File: config.mk
export PLATFORM = sky130hd
export DESIGN_NAME = kernel_launch_ctrl
export DESIGN_NICKNAME = d
export VERILOG_FILES = /design/src/rtl/kernel_launch_ctrl_pkg.sv /design/src/rtl/kernel_launch_ctrl_cycle_counter.sv /design/src/rtl/kernel_launch_ctrl.sv
export SDC_FILE = /design/constraint.sdc
export NUM_CORES = 1
export LEC_CHECK = 0
export CORE_ASPECT_RATIO = 0.9
export CORE_MARGIN = 2
export CORE_UTILIZATION = 40
export CTS_BUF_LIST = sky130_fd_sc_hd__clkbuf_8
export DETAILED_ROUTE_END_ITERATION = 10
export PLACE_DENSITY = 0.81
export SLEW_MARGIN = 15
export SYNTH_ARGS = -nofsm -noshare
export SYNTH_HDL_FRONTEND = slang
export SYNTH_HIERARCHICAL = 1
export SYNTH_SLANG_ARGS = --single-unit
export TNS_END_PERCENT = 1
File: constraint.sdc
create_clock -name clk -period 2.76 [get_ports clk]
set_input_delay 0.552 -clock clk [delete_from_list [all_inputs] [get_ports clk]]
set_output_delay 0.552 -clock clk [all_outputs]
set_load 0.05 [all_outputs]
File: src/rtl/kernel_launch_ctrl_pkg.sv
// Shared register map, CTRL/STATUS bit positions and launch FSM state type
// for the kernel launch controller.
package kernel_launch_pkg;

  localparam int unsigned REG_THREAD_COUNT = 32'd0;
  localparam int unsigned REG_CTRL         = 32'd1;
  localparam int unsigned REG_STATUS       = 32'd2;
  localparam int unsigned REG_ERR_CLR      = 32'd3;
  localparam int unsigned REG_CYC_LO       = 32'd4;
  localparam int unsigned REG_CYC_HI       = 32'd5;

  localparam int unsigned CTRL_LAUNCH    = 32'd0;
  localparam int unsigned CTRL_IRQ_CLEAR = 32'd1;
  localparam int unsigned CTRL_IRQ_EN    = 32'd2;

  localparam int unsigned STAT_BUSY     = 32'd0;
  localparam int unsigned STAT_DONE     = 32'd1;
  localparam int unsigned STAT_ERR_BUSY = 32'd2;
  localparam int unsigned STAT_ERR_ZERO = 32'd3;

  typedef enum logic [1:0] {
    IDLE = 2'd0,
    RST  = 2'd1,
    RUN  = 2'd2,
    CMPL = 2'd3
  } launch_state_t;

endpackage

File: src/rtl/kernel_launch_ctrl_cycle_counter.sv
// Saturating launch cycle counter: cleared on the dispatcher reset cycle,
// counts while the kernel runs, holds its value otherwise.
module launch_cycle_counter #(
  parameter int CYC_BITS = 16
) (
  input  logic                clk,
  input  logic                reset,
  input  logic                clear,
  input  logic                enable,
  output logic [CYC_BITS-1:0] count
);

  logic [CYC_BITS-1:0] r_count;

  // Clear has priority; stick at all-ones instead of wrapping.
  always_ff @(posedge clk or posedge reset) begin
    if (reset) begin
      r_count <= {CYC_BITS{1'b0}};
    end else if (clear) begin
      r_count <= {CYC_BITS{1'b0}};
    end else if (enable && (r_count != {CYC_BITS{1'b1}})) begin
      r_count <= r_count + {{(CYC_BITS-1){1'b0}}, 1'b1};
    end
  end

  assign count = r_count;

endmodule

File: src/rtl/kernel_launch_ctrl.sv
// Host-facing kernel launch controller: host register file plus the
// dispatcher reset -> start -> wait-for-done sequencer. Define
// KERNEL_CYCLE_COUNT_EN to add the per-launch cycle counter at CYC_LO/HI.
module kernel_launch_ctrl
  import kernel_launch_pkg::*;
#(
  parameter int ADDR_BITS = 3,
  parameter int CYC_BITS  = 16
) (
  input  logic                 clk,
  input  logic                 reset,
  input  logic                 host_wr_en,
  input  logic [ADDR_BITS-1:0] host_wr_addr,
  input  logic [7:0]           host_wr_data,
  input  logic [ADDR_BITS-1:0] host_rd_addr,
  output logic [7:0]           host_rd_data,
  output logic [7:0]           thread_count,
  output logic                 dispatch_reset,
  output logic                 dispatch_start,
  input  logic                 dispatch_done,
  output logic                 irq
);

  launch_state_t r_state;
  logic [7:0]    r_thread_count;
  logic          r_dispatch_reset;
  logic          r_dispatch_start;
  logic          r_done;
  logic          r_err_zero;
  logic          r_err_busy;
  logic          r_irq_pending;
  logic          r_irq_en;

  logic          w_wr_tc;
  logic          w_wr_ctrl;
  logic          w_wr_errclr;
  logic          w_launch;
  logic          w_irq_clear;
  logic          w_busy;
  logic [7:0]    w_status;
  logic [7:0]    w_ctrl_rd;
  logic [CYC_BITS-1:0] w_cyc_count;
  logic [15:0]   w_cyc_rd;

  assign w_wr_tc     = host_wr_en && (host_wr_addr == ADDR_BITS'(REG_THREAD_COUNT));
  assign w_wr_ctrl   = host_wr_en && (host_wr_addr == ADDR_BITS'(REG_CTRL));
  assign w_wr_errclr = host_wr_en && (host_wr_addr == ADDR_BITS'(REG_ERR_CLR));
  assign w_launch    = w_wr_ctrl && host_wr_data[CTRL_LAUNCH];
  assign w_irq_clear = w_wr_ctrl && host_wr_data[CTRL_IRQ_CLEAR];
  assign w_busy      = (r_state != IDLE);

  // Launch FSM, host register writes and registered dispatcher outputs.
  always_ff @(posedge clk or posedge reset) begin
    if (reset) begin
      r_state          <= IDLE;
      r_thread_count   <= 8'd0;
      r_dispatch_reset <= 1'b0;
      r_dispatch_start <= 1'b0;
      r_done           <= 1'b0;
      r_err_zero       <= 1'b0;
      r_err_busy       <= 1'b0;
      r_irq_pending    <= 1'b0;
      r_irq_en         <= 1'b0;
    end else begin
      r_dispatch_reset <= 1'b0;
      if (w_wr_ctrl) begin
        r_irq_en <= host_wr_data[CTRL_IRQ_EN];
      end
      if (w_wr_errclr) begin
        r_err_zero <= 1'b0;
        r_err_busy <= 1'b0;
      end
      if (w_irq_clear) begin
        r_irq_pending <= 1'b0;
      end
      if (w_wr_tc && !w_busy) begin
        r_thread_count <= host_wr_data;
      end
      if ((w_wr_tc || w_launch) && w_busy) begin
        r_err_busy <= 1'b1;
      end
      // dispatch_done is only honoured in RUN; in IDLE/RST it is stale.
      case (r_state)
        IDLE: begin
          if (w_launch) begin
            if (r_thread_count != 8'd0) begin
              r_state          <= RST;
              r_done           <= 1'b0;
              r_dispatch_reset <= 1'b1;
            end else begin
              r_err_zero <= 1'b1;
            end
          end
        end
        RST: begin
          r_state          <= RUN;
          r_dispatch_start <= 1'b1;
        end
        RUN: begin
          if (dispatch_done) begin
            r_state          <= CMPL;
            r_dispatch_start <= 1'b0;
          end
        end
        CMPL: begin
          // Placed after the irq_clear update so a coincident clear loses.
          r_state       <= IDLE;
          r_done        <= 1'b1;
          r_irq_pending <= 1'b1;
        end
        default: begin
          r_state          <= IDLE;
          r_dispatch_start <= 1'b0;
        end
      endcase
    end
  end

`ifdef KERNEL_CYCLE_COUNT_EN
  launch_cycle_counter #(
    .CYC_BITS (CYC_BITS)
  ) u_cycle_counter (
    .clk    (clk),
    .reset  (reset),
    .clear  (r_state == RST),
    .enable (r_state == RUN),
    .count  (w_cyc_count)
  );
`else
  assign w_cyc_count = {CYC_BITS{1'b0}};
`endif

  assign w_cyc_rd = 16'(w_cyc_count);

  // Readback views of STATUS and CTRL.
  always_comb begin
    w_status                = 8'd0;
    w_status[STAT_BUSY]     = w_busy;
    w_status[STAT_DONE]     = r_done;
    w_status[STAT_ERR_BUSY] = r_err_busy;
    w_status[STAT_ERR_ZERO] = r_err_zero;
    w_ctrl_rd               = 8'd0;
    w_ctrl_rd[CTRL_IRQ_EN]  = r_irq_en;
  end

  // Combinational host read mux.
  always_comb begin
    host_rd_data = 8'd0;
    case (host_rd_addr)
      ADDR_BITS'(REG_THREAD_COUNT): host_rd_data = r_thread_count;
      ADDR_BITS'(REG_CTRL):         host_rd_data = w_ctrl_rd;
      ADDR_BITS'(REG_STATUS):       host_rd_data = w_status;
      ADDR_BITS'(REG_CYC_LO):       host_rd_data = w_cyc_rd[7:0];
      ADDR_BITS'(REG_CYC_HI):       host_rd_data = w_cyc_rd[15:8];
      default:                      host_rd_data = 8'd0;
    endcase
  end

  assign thread_count   = r_thread_count;
  assign dispatch_reset = r_dispatch_reset;
  assign dispatch_start = r_dispatch_start;
  assign irq            = r_irq_pending & r_irq_en;

endmodule

== Word-level counts from Yosys, hierarchy flattened ==
Index checks and enable logic that the tools add are counted.

* Flip-flop bits (word level): 17
* Input bits: 18
* Output and inout bits: 19
* Logic and storage cells: 62

* Equal/unequal tests: 10
* Muxes and demuxes: 21
* Bitwise logic cells: 1
* Reductions and logical operators: 21

{| class="wikitable"
|+ Operators with widths
! kind !! number
|-
| 8-bit case mux with 3 select lines || 1
|-
| 1-bit two-way mux || 14
|-
| 2-bit nonzero test || 5
|-
| 2-bit case mux with 4 select lines || 1
|-
| 8-bit nonzero test || 1
|-
| 1-bit logical AND || 7
|-
| 3-bit by 1-bit equality test with 1-bit output (second input constant) || 2
|-
| 3-bit by 2-bit equality test with 1-bit output (second input constant) || 2
|-
| 3-bit zero test || 2
|-
| 2-bit two-way mux || 3
|-
| 2-bit inequality test (second input constant) || 3
|-
| 3-bit AND reduction || 2
|-
| 2-bit equality test (second input constant) || 2
|-
| 1-bit case mux with 2 select lines || 2
|-
| 2-bit by 1-bit equality test with 1-bit output (second input constant) || 1
|-
| 2-bit zero test || 1
|-
| 2-bit AND reduction || 1
|-
| 1-bit AND || 1
|-
| 1-bit zero test || 1
|-
| 1-bit logical OR || 1
|}

== Longest topological paths before layout ==
Gate-level depths: netlist of run 1.

* Depth in word-level cells: 6
* Mapped depth: 6
* Gate-level depth less buffers: 5

== Worst setup path before layout of run 1 ==
OpenSTA, ideal clock, no wires.

* Path type: input port to output port
* Start point: input host_rd_addr[1]
* End point: output host_rd_data[0]
* Arrival: 3334 ps
* Required time: 2208 ps
* Setup slack: -1126 ps
* Cell stages on the path: 3
* Buffers on the path: 1
* Cell sequence: clkbuf_1 -> nor2_1 -> a2111oi_0

* Longest elaborated chain between the ends: 2
* Elaborated cells on any way between the ends: 4
* Those cells by class: 2 x eq/ne; 1 x mux; 1 x reduce/logical

{| class="wikitable"
|+ Ends and longest elaborated chain
! what !! line !! source
|-
| start, declared || kernel_launch_ctrl.sv:15 || <nowiki>input logic [ADDR_BITS-1:0] host_rd_addr,</nowiki>
|-
| 3-bit by 2-bit equality test with 1-bit output, or another cell as far along || kernel_launch_ctrl.sv:149 || <nowiki>case (host_rd_addr)</nowiki>
|-
| 8-bit case mux with 3 select lines (*) || kernel_launch_ctrl.sv:149 ||
|-
| end, declared || kernel_launch_ctrl.sv:16 || <nowiki>output logic [7:0] host_rd_data,</nowiki>
|}

Every way passes the cells marked *; elsewhere a longest branch is shown, timed or not.

== Final worst setup path of run 1 ==
* Start point: input host_rd_addr[1]
* End point: output host_rd_data[6]

Same word-level chain as after synthesis.

==> results of run 1 <==
power by group through the flow:
stage                     combinational [W]  sequential (W)  clock, W
after CTS                          0.000838        0.000454  0.000187
final                              0.000833        0.000454  0.000181
after detailed placement           0.000834        0.000459         0
after global routing               0.000881        0.000471  0.000199
after floorplan                    0.000323        0.000669         0
after global placement             0.000814        0.000450         0
per-layer routing:
layer | up-vias | part of all wire | track usage
met2 | 23 | 0.51 | 0.285
li1 | 377 | - | -
met1 | 399 | 0.43 | 0.256
met3 | 6 | 0.041 | 0.0276
met4 | 0 | 0.022 | 0.100
met5 | - | 0 | 0
worst min-delay path by stage:
stage / startpoint / endpoint
6_report: r_irq_pending / r_irq_pending
5_1_grt: r_irq_pending / r_irq_pending
4_1_cts: r_irq_pending / r_irq_pending
3_5_place_dp: r_irq_pending / r_irq_pending
3_3_place_gp: r_irq_pending / r_irq_pending
2_1_floorplan: r_irq_pending / r_irq_pending
worst reg2reg max path, cell delays in order (launching register included):
cell and delay [ns]:
dfrtp_1 0.42, inv_1 0.09, ha_1 0.23, buf_4 0.18
nand3_1 0.31, mux2_2 0.39
placed cells by master, fill, tap and decap left out:
| master | count |
|---|---|
| a2111oi_2 | 1 |
| a211o_1 | 1 |
| a21o_1 | 1 |
| a21oi_1 | 6 |
| a2bb2oi_1 | 1 |
| a2bb2oi_2 | 1 |
| a31oi_1 | 2 |
| and2_1 | 5 |
| and2b_1 | 1 |
| and3b_2 | 1 |
| and4_2 | 1 |
| buf_12 | 8 |
| buf_4 | 1 |
| clkbuf_8 | 3 |
| clkdlybuf4s50_1 | 28 |
| dfrtp_1 | 17 |
| ha_1 | 4 |
| inv_1 | 8 |
| mux2_1 | 1 |
| mux2_2 | 7 |
| mux2i_1 | 3 |
| nand2_1 | 8 |
| nand3_1 | 1 |
| nand4bb_1 | 1 |
| nor2_1 | 4 |
| nor3_1 | 3 |
| nor4_2 | 2 |
| o21ai_0 | 1 |
| o22a_1 | 2 |
logic make-up after synthesis:
| logic type | count (synthesis) | synth area share |
|---|---|---|
| simple gates | 27 | 0.176 |
| flops | 17 | 0.467 |
| compound gates | 16 | 0.125 |
| mux | 11 | 0.132 |
| buf+inv | 9 | 0.0453 |
| fa+ha+maj | 4 | 0.0549 |
registers in the layout (all words and copies together) (netlist names):
name / cells
dispatch_start: 1
r_err_busy: 1
r_done: 1
thread_count: 8
r_irq_en: 1
r_err_zero: 1
dispatch_reset: 1
r_irq_pending: 1
r_state: 2
through the flow:
step           area, um^2  cells
6_report             1430    150
4_1_cts              1430    150
2_1_floorplan         917     84
3_5_place_dp         1380    146
3_3_place_gp         1380    146
5_1_grt              1430    150
cell type report:
type                    instances  area share
repair buffers                 37       0.313
clock inverters                 1     0.00263
well taps                      27      0.0236
inverters                       7      0.0184
clock buffers                   3      0.0289
flip-flops and latches         17       0.298
multi-input cells              58       0.315
==> results.yml, run 1 <==
worst_setup_path:
  r2r-end: "thread_count[3]"
  critPathKind: "in -> out"
  cp-end-kind: "primary output"
  worst_r2r_path_depth: 5
  rrSetupSlack_ns: 1.03
  critPathSlowestCell: "clkdlybuf4s50_1"
  r2r-start: "r_state[0]"
  worstSetupStartpoint: "host_rd_addr[1]"
  crit_path_start_kind: "input pin"
  worstPathArrival_ns: 2.00
  crit_buf_inv: 2
  path_cells: "clkdlybuf4s50_1, nor3_1, and2_1, buf_12"
  critPathCapture: "host_rd_data[6]"
  worstPathMaxFanout: 7
  critical_path_depth: 4
  cp_slowest_stage_delay_ns: 0.56
  required_ns: 2.21
  cpLargestDelayFamily: "simple AND/OR/NAND/NOR gates"
clock_tree:
  cts_hold_buf: 0
  clock_sinks: 17
  ctsResizeCount: 0
  cts_buffers: 3
  cts_root_buf: "clkbuf_8"
  cts_tree: "yes"
  htreeDepth: 1
  clk_latency_ns: 0.25
  clk_pin_slew_ns: 0.06
  post-cts-setup-buffers: 0
  cts.path.max_buffers: 2
floorplanning:
  rows: 16
  die_w_um: 54.3
  start_util: 0.421
  die_area_um2: 2680
  die_height_um: 49.3
  core_area_um2: 2160
  io_pins: 37
cells_and_area:
  fill_cells: 181
  fin_nets: 146
  drive_gt1_frac: 0.203
  ff_latch_area_um2: 425
  multiInputGateArea_um2: 450
  syn2layout_area_growth_pct: 56.9
  fin_util: 0.661
  n_antenna_cell: 0
yosys:
  yosysMostFrequentCell: "dfrtp_1"
  syn_area_um2: 911
  ys_seq_elements: 17
  synthTopCellsByCount: "17 x dfrtp_1, 8 x nand2_1, 7 x inv_1, 7 x mux2_2, 6 x a21oi_1"
  synth_top_cell_by_area: "dfrtp_1"
  synth_top_area_frac: 0.467
  avgSynthCellArea_um2: 10.8
  synthArstFlopShare: 1.00
  synth_cell_types: 27
  ys_warn_count: 6
  synth-main-ff-cell: "dfrtp_1"
  synthTopCellsByArea: "dfrtp_1 47%, mux2_2 8.7%, ha_1 5.5%"
  synth_edf_count: 0
  syn-instance-count: 84
  synth_nets: 106
  seq_area_frac_synth: 0.467
power_and_ir_drop:
  sequentialPowerShare: 0.309
  switching_share: 0.459
  power.total_w: 0.00147
  combPwrFrac: 0.567
  p_leak_nw: 0.620
  power.share.clock: 0.123
  irDropWorstVdd_mv: 0.680
  power_density_nw_per_um2: 1030
  switchingPower_w: 0.000675
  p_int_w: 0.000794
route:
  dr.pass1.iters: 4
  drc: 0
  vias: 805
  drt_iter0_markers: 8
  avgRoutedWirePerCell_um: 14.7
  ant_nets: 0
  post_drt_via_cell_ratio: 5.37
  drt-total-wl_mm: 2.20
grt:
  grt_max_degree: 18
  track_usage: 0.189
  grt-ovfl-total: 0
  grt_pass1_vias: 774
  antenna_found_initial: 0
  grt_pass1_wl_mm: 3.64
place:
  io_buffers: 36
  dp_slack_ns: 0.211
  dp_hpwl_mm: 1.79
  gp_congestion: 0.788
sta:
  finalCriticalPeriod_ns: 2.55
  drv_slew: 0
  max-slew-margin-rel: 0.578
  finalSetupTns_ns: 0
  rsz0062_at_grt: "no"
  finalHoldViolCount: 0
  clock.fmax_ghz: 0.392
  setup_ws_ns: 0.211
  setup_viol: 0
  worst_pin_slew_ns: 0.633
  fin_crit_sh: 0.923
  timing.hold.ws_ns: 0.490
  skew_ns: 0.00118
min_path:
  min_path_cells: 1
  min_path_type: "reg -> reg"
run_status:
  status: "finished clean"
flow_run:
  max_cap_violations: 0
(Power assumes the default switching activity.)
==> run 2, diff against run 1 <==
--- a/config.mk
+++ b/config.mk
@@ -5,12 +5,14 @@
 export SDC_FILE = /design/constraint.sdc
 export NUM_CORES = 1
 export LEC_CHECK = 0
+export CELL_PAD_IN_SITES_DETAIL_PLACEMENT = 1
+export CELL_PAD_IN_SITES_GLOBAL_PLACEMENT = 1
 export CORE_ASPECT_RATIO = 0.9
 export CORE_MARGIN = 2
-export CORE_UTILIZATION = 40
+export CORE_UTILIZATION = 35
 export CTS_BUF_LIST = sky130_fd_sc_hd__clkbuf_8
 export DETAILED_ROUTE_END_ITERATION = 10
-export PLACE_DENSITY = 0.81
+export PLACE_DENSITY = 0.92
 export SLEW_MARGIN = 15
 export SYNTH_ARGS = -nofsm -noshare
 export SYNTH_HDL_FRONTEND = slang
==> run 2 against run 1 <==
Against the previous run: via count rose by 0.25%; first-iteration DRC count is 130% higher; routed wire length is 20% higher; setup slack lost 0.037 ns; sequential power increased by 2%; sequential cell count unchanged; clock-buffer cell count unchanged; clock power up 4%; core utilization is 8.1 points lower; design area grew 0.17%; critical path depth stayed put; global-route usage rose by 0.39 points; critical path type unchanged; largest cell class unchanged; highest routed layer unchanged.
==> results.yml, run 2 (synthesis results as in run 1) <==
run_status:
  status: "finished clean"
worst_setup_path:
  cpLargestDelayFamily: "simple AND/OR/NAND/NOR gates"
  cp_slowest_stage_delay_ns: 0.56
  path_cells: "clkdlybuf4s50_1, nor3_1, and2_1, buf_12"
  crit_buf_inv: 2
  critPathKind: "in -> out"
  cp-end-kind: "primary output"
  critPathSlowestCell: "clkdlybuf4s50_1"
  worstPathArrival_ns: 2.03
  worstPathMaxFanout: 7
  required_ns: 2.21
  crit_path_start_kind: "input pin"
cells_and_area:
  drive_gt1_frac: 0.211
  largest_reg_flops: 8
  syn2layout_area_growth_pct: 57.1
  instances_no_fill: 151
  fin_util: 0.580
  fin_area_um2: 1430
  fin_nets: 146
  final_common_cell: "clkdlybuf4s50_1"
  n_antenna_cell: 0
  layout.cells.most_common_list: "28 x clkdlybuf4s50_1, 17 x dfrtp_1, 8 x nand2_1, 8 x buf_12"
clock_tree:
  ctsResizeCount: 0
  clock_sinks: 17
  cts.path.max_buffers: 2
  cts_hold_buf: 0
  cts_tree: "yes"
  clk_pin_slew_ns: 0.06
  clk_latency_ns: 0.25
  post-cts-setup-buffers: 0
  htreeDepth: 1
  cts_root_buf: "clkbuf_8"
  cts_buffers: 3
min_path:
  min_path_type: "reg -> reg"
sta:
  fin_crit_sh: 0.937
  finalHoldViolCount: 0
  clock.fmax_ghz: 0.387
  finalSetupTns_ns: 0
  rsz0062_at_grt: "no"
  finalCriticalPeriod_ns: 2.59
  skew_ns: 0.00368
  setup_viol: 0
  drv_slew: 0
  worst_pin_slew_ns: 0.648
  max-slew-margin-rel: 0.568
floorplanning:
  rows: 17
  core_area_um2: 2470
  io_pins: 37
  die_height_um: 52.4
  start_util: 0.369
  die_area_um2: 3030
  die_w_um: 57.8
place:
  place_area_um2: 1390
  io_buffers: 36
  dpl.cell_count: 147
  dp_hpwl_mm: 2.16
  gp_congestion: 0.800
power_and_ir_drop:
  irDropWorstVdd_mv: 0.536
  power_density_nw_per_um2: 1050
  p_leak_nw: 0.618
grt:
  grt_pass1_wl_mm: 4.21
  grt_pass1_vias: 831
  track_usage: 0.193
  antenna_found_initial: 0
  grt-ovfl-total: 0
  grt_max_degree: 18
route:
  drt-total-wl_mm: 2.65
  drt_iter0_markers: 18
  avgRoutedWirePerCell_um: 17.5
  drc: 0
  ant_nets: 0
  dr.pass1.iters: 4
  post_drt_via_cell_ratio: 5.34
  vias: 807
flow_run:
  max_cap_violations: 0
[run 2: cell count changes in the layout (fill, tap and decap cells not counted)]
cell,before,now
clkinv_2,0,1
inv_1,8,7
[run 2: per-layer routing]
layer | track usage | vias up | part of all wire
met5 | 0 | - | 0
met4 | 0.0620 | 0 | 0.011
met3 | 0.0370 | 5 | 0.058
met2 | 0.328 | 30 | 0.52
met1 | 0.248 | 400 | 0.41
li1 | - | 372 | -
[run 2: path summary, 6_finish.rpt]
path | end | slack, ns | depth (start not counted) | from
max | host_rd_data[6] | 0.17 | 4 | host_rd_addr[1]
min reg2reg | r_irq_pending | 0.48 | 1 | r_irq_pending
max reg2reg | thread_count[1] | 0.98 | 5 | r_state[0]
max in group asynchronous | r_irq_pending | 1.66 | 2 | reset
min in group asynchronous | dispatch_reset | 0.68 | 2 | reset
min | r_irq_pending | 0.48 | 1 | r_irq_pending
[run 2: worst reg2reg max path, stage by stage (launching register included)]
cell and delay, ns:
dfrtp_1 0.42, inv_1 0.12, ha_1 0.21, buf_4 0.18
nand3_1 0.34, mux2_2 0.40
[run 2: metrics by stage]
stage / hold WS (ns) / setup slack [ns] / total power (W)
final: 0.477 / 0.174 / 0.00150
after CTS: 0.481 / 0.118 / 0.00150
after detailed placement: 0.466 / 0.143 / 0.00132
after global placement: 0.452 / 0.294 / 0.00127
after floorplan: 0.442 / 0.181 / 0.000992
after global routing: 0.517 / 0.0477 / 0.00157
[run 2: power by group]
| part | leakage (nW) | switching (W) | internal, W |
|---|---|---|---|
| Clock | 0.0255 | 0.0000880 | 0.000100 |
| Sequential | 0.207 | 0.000112 | 0.000351 |
| Combinational | 0.386 | 0.000502 | 0.000344 |
| Total | 0.618 | 0.000702 | 0.000795 |
[run 2: cell type report]
cell class              instances  area, um^2
well taps                      28        35.0
multi-input cells              58         450
clock buffers                   3        41.3
flip-flops and latches         17         425
clock inverters                 1        5.00
fillers                       261        1040
repair buffers                 37         448
inverters                       7        26.3
==> run 3, diff against run 2 <==
--- a/config.mk
+++ b/config.mk
@@ -11,11 +11,11 @@
 export CORE_MARGIN = 2
 export CORE_UTILIZATION = 35
 export CTS_BUF_LIST = sky130_fd_sc_hd__clkbuf_8
+export CTS_CLUSTER_SIZE = 25
 export DETAILED_ROUTE_END_ITERATION = 10
 export PLACE_DENSITY = 0.92
 export SLEW_MARGIN = 15
 export SYNTH_ARGS = -nofsm -noshare
 export SYNTH_HDL_FRONTEND = slang
-export SYNTH_HIERARCHICAL = 1
 export SYNTH_SLANG_ARGS = --single-unit
 export TNS_END_PERCENT = 1
==> results of run 3 <==
Final layout, timing and power as in run 2 (identical DEF).
Among the figures that moved: Yosys warning count 6 -> 0
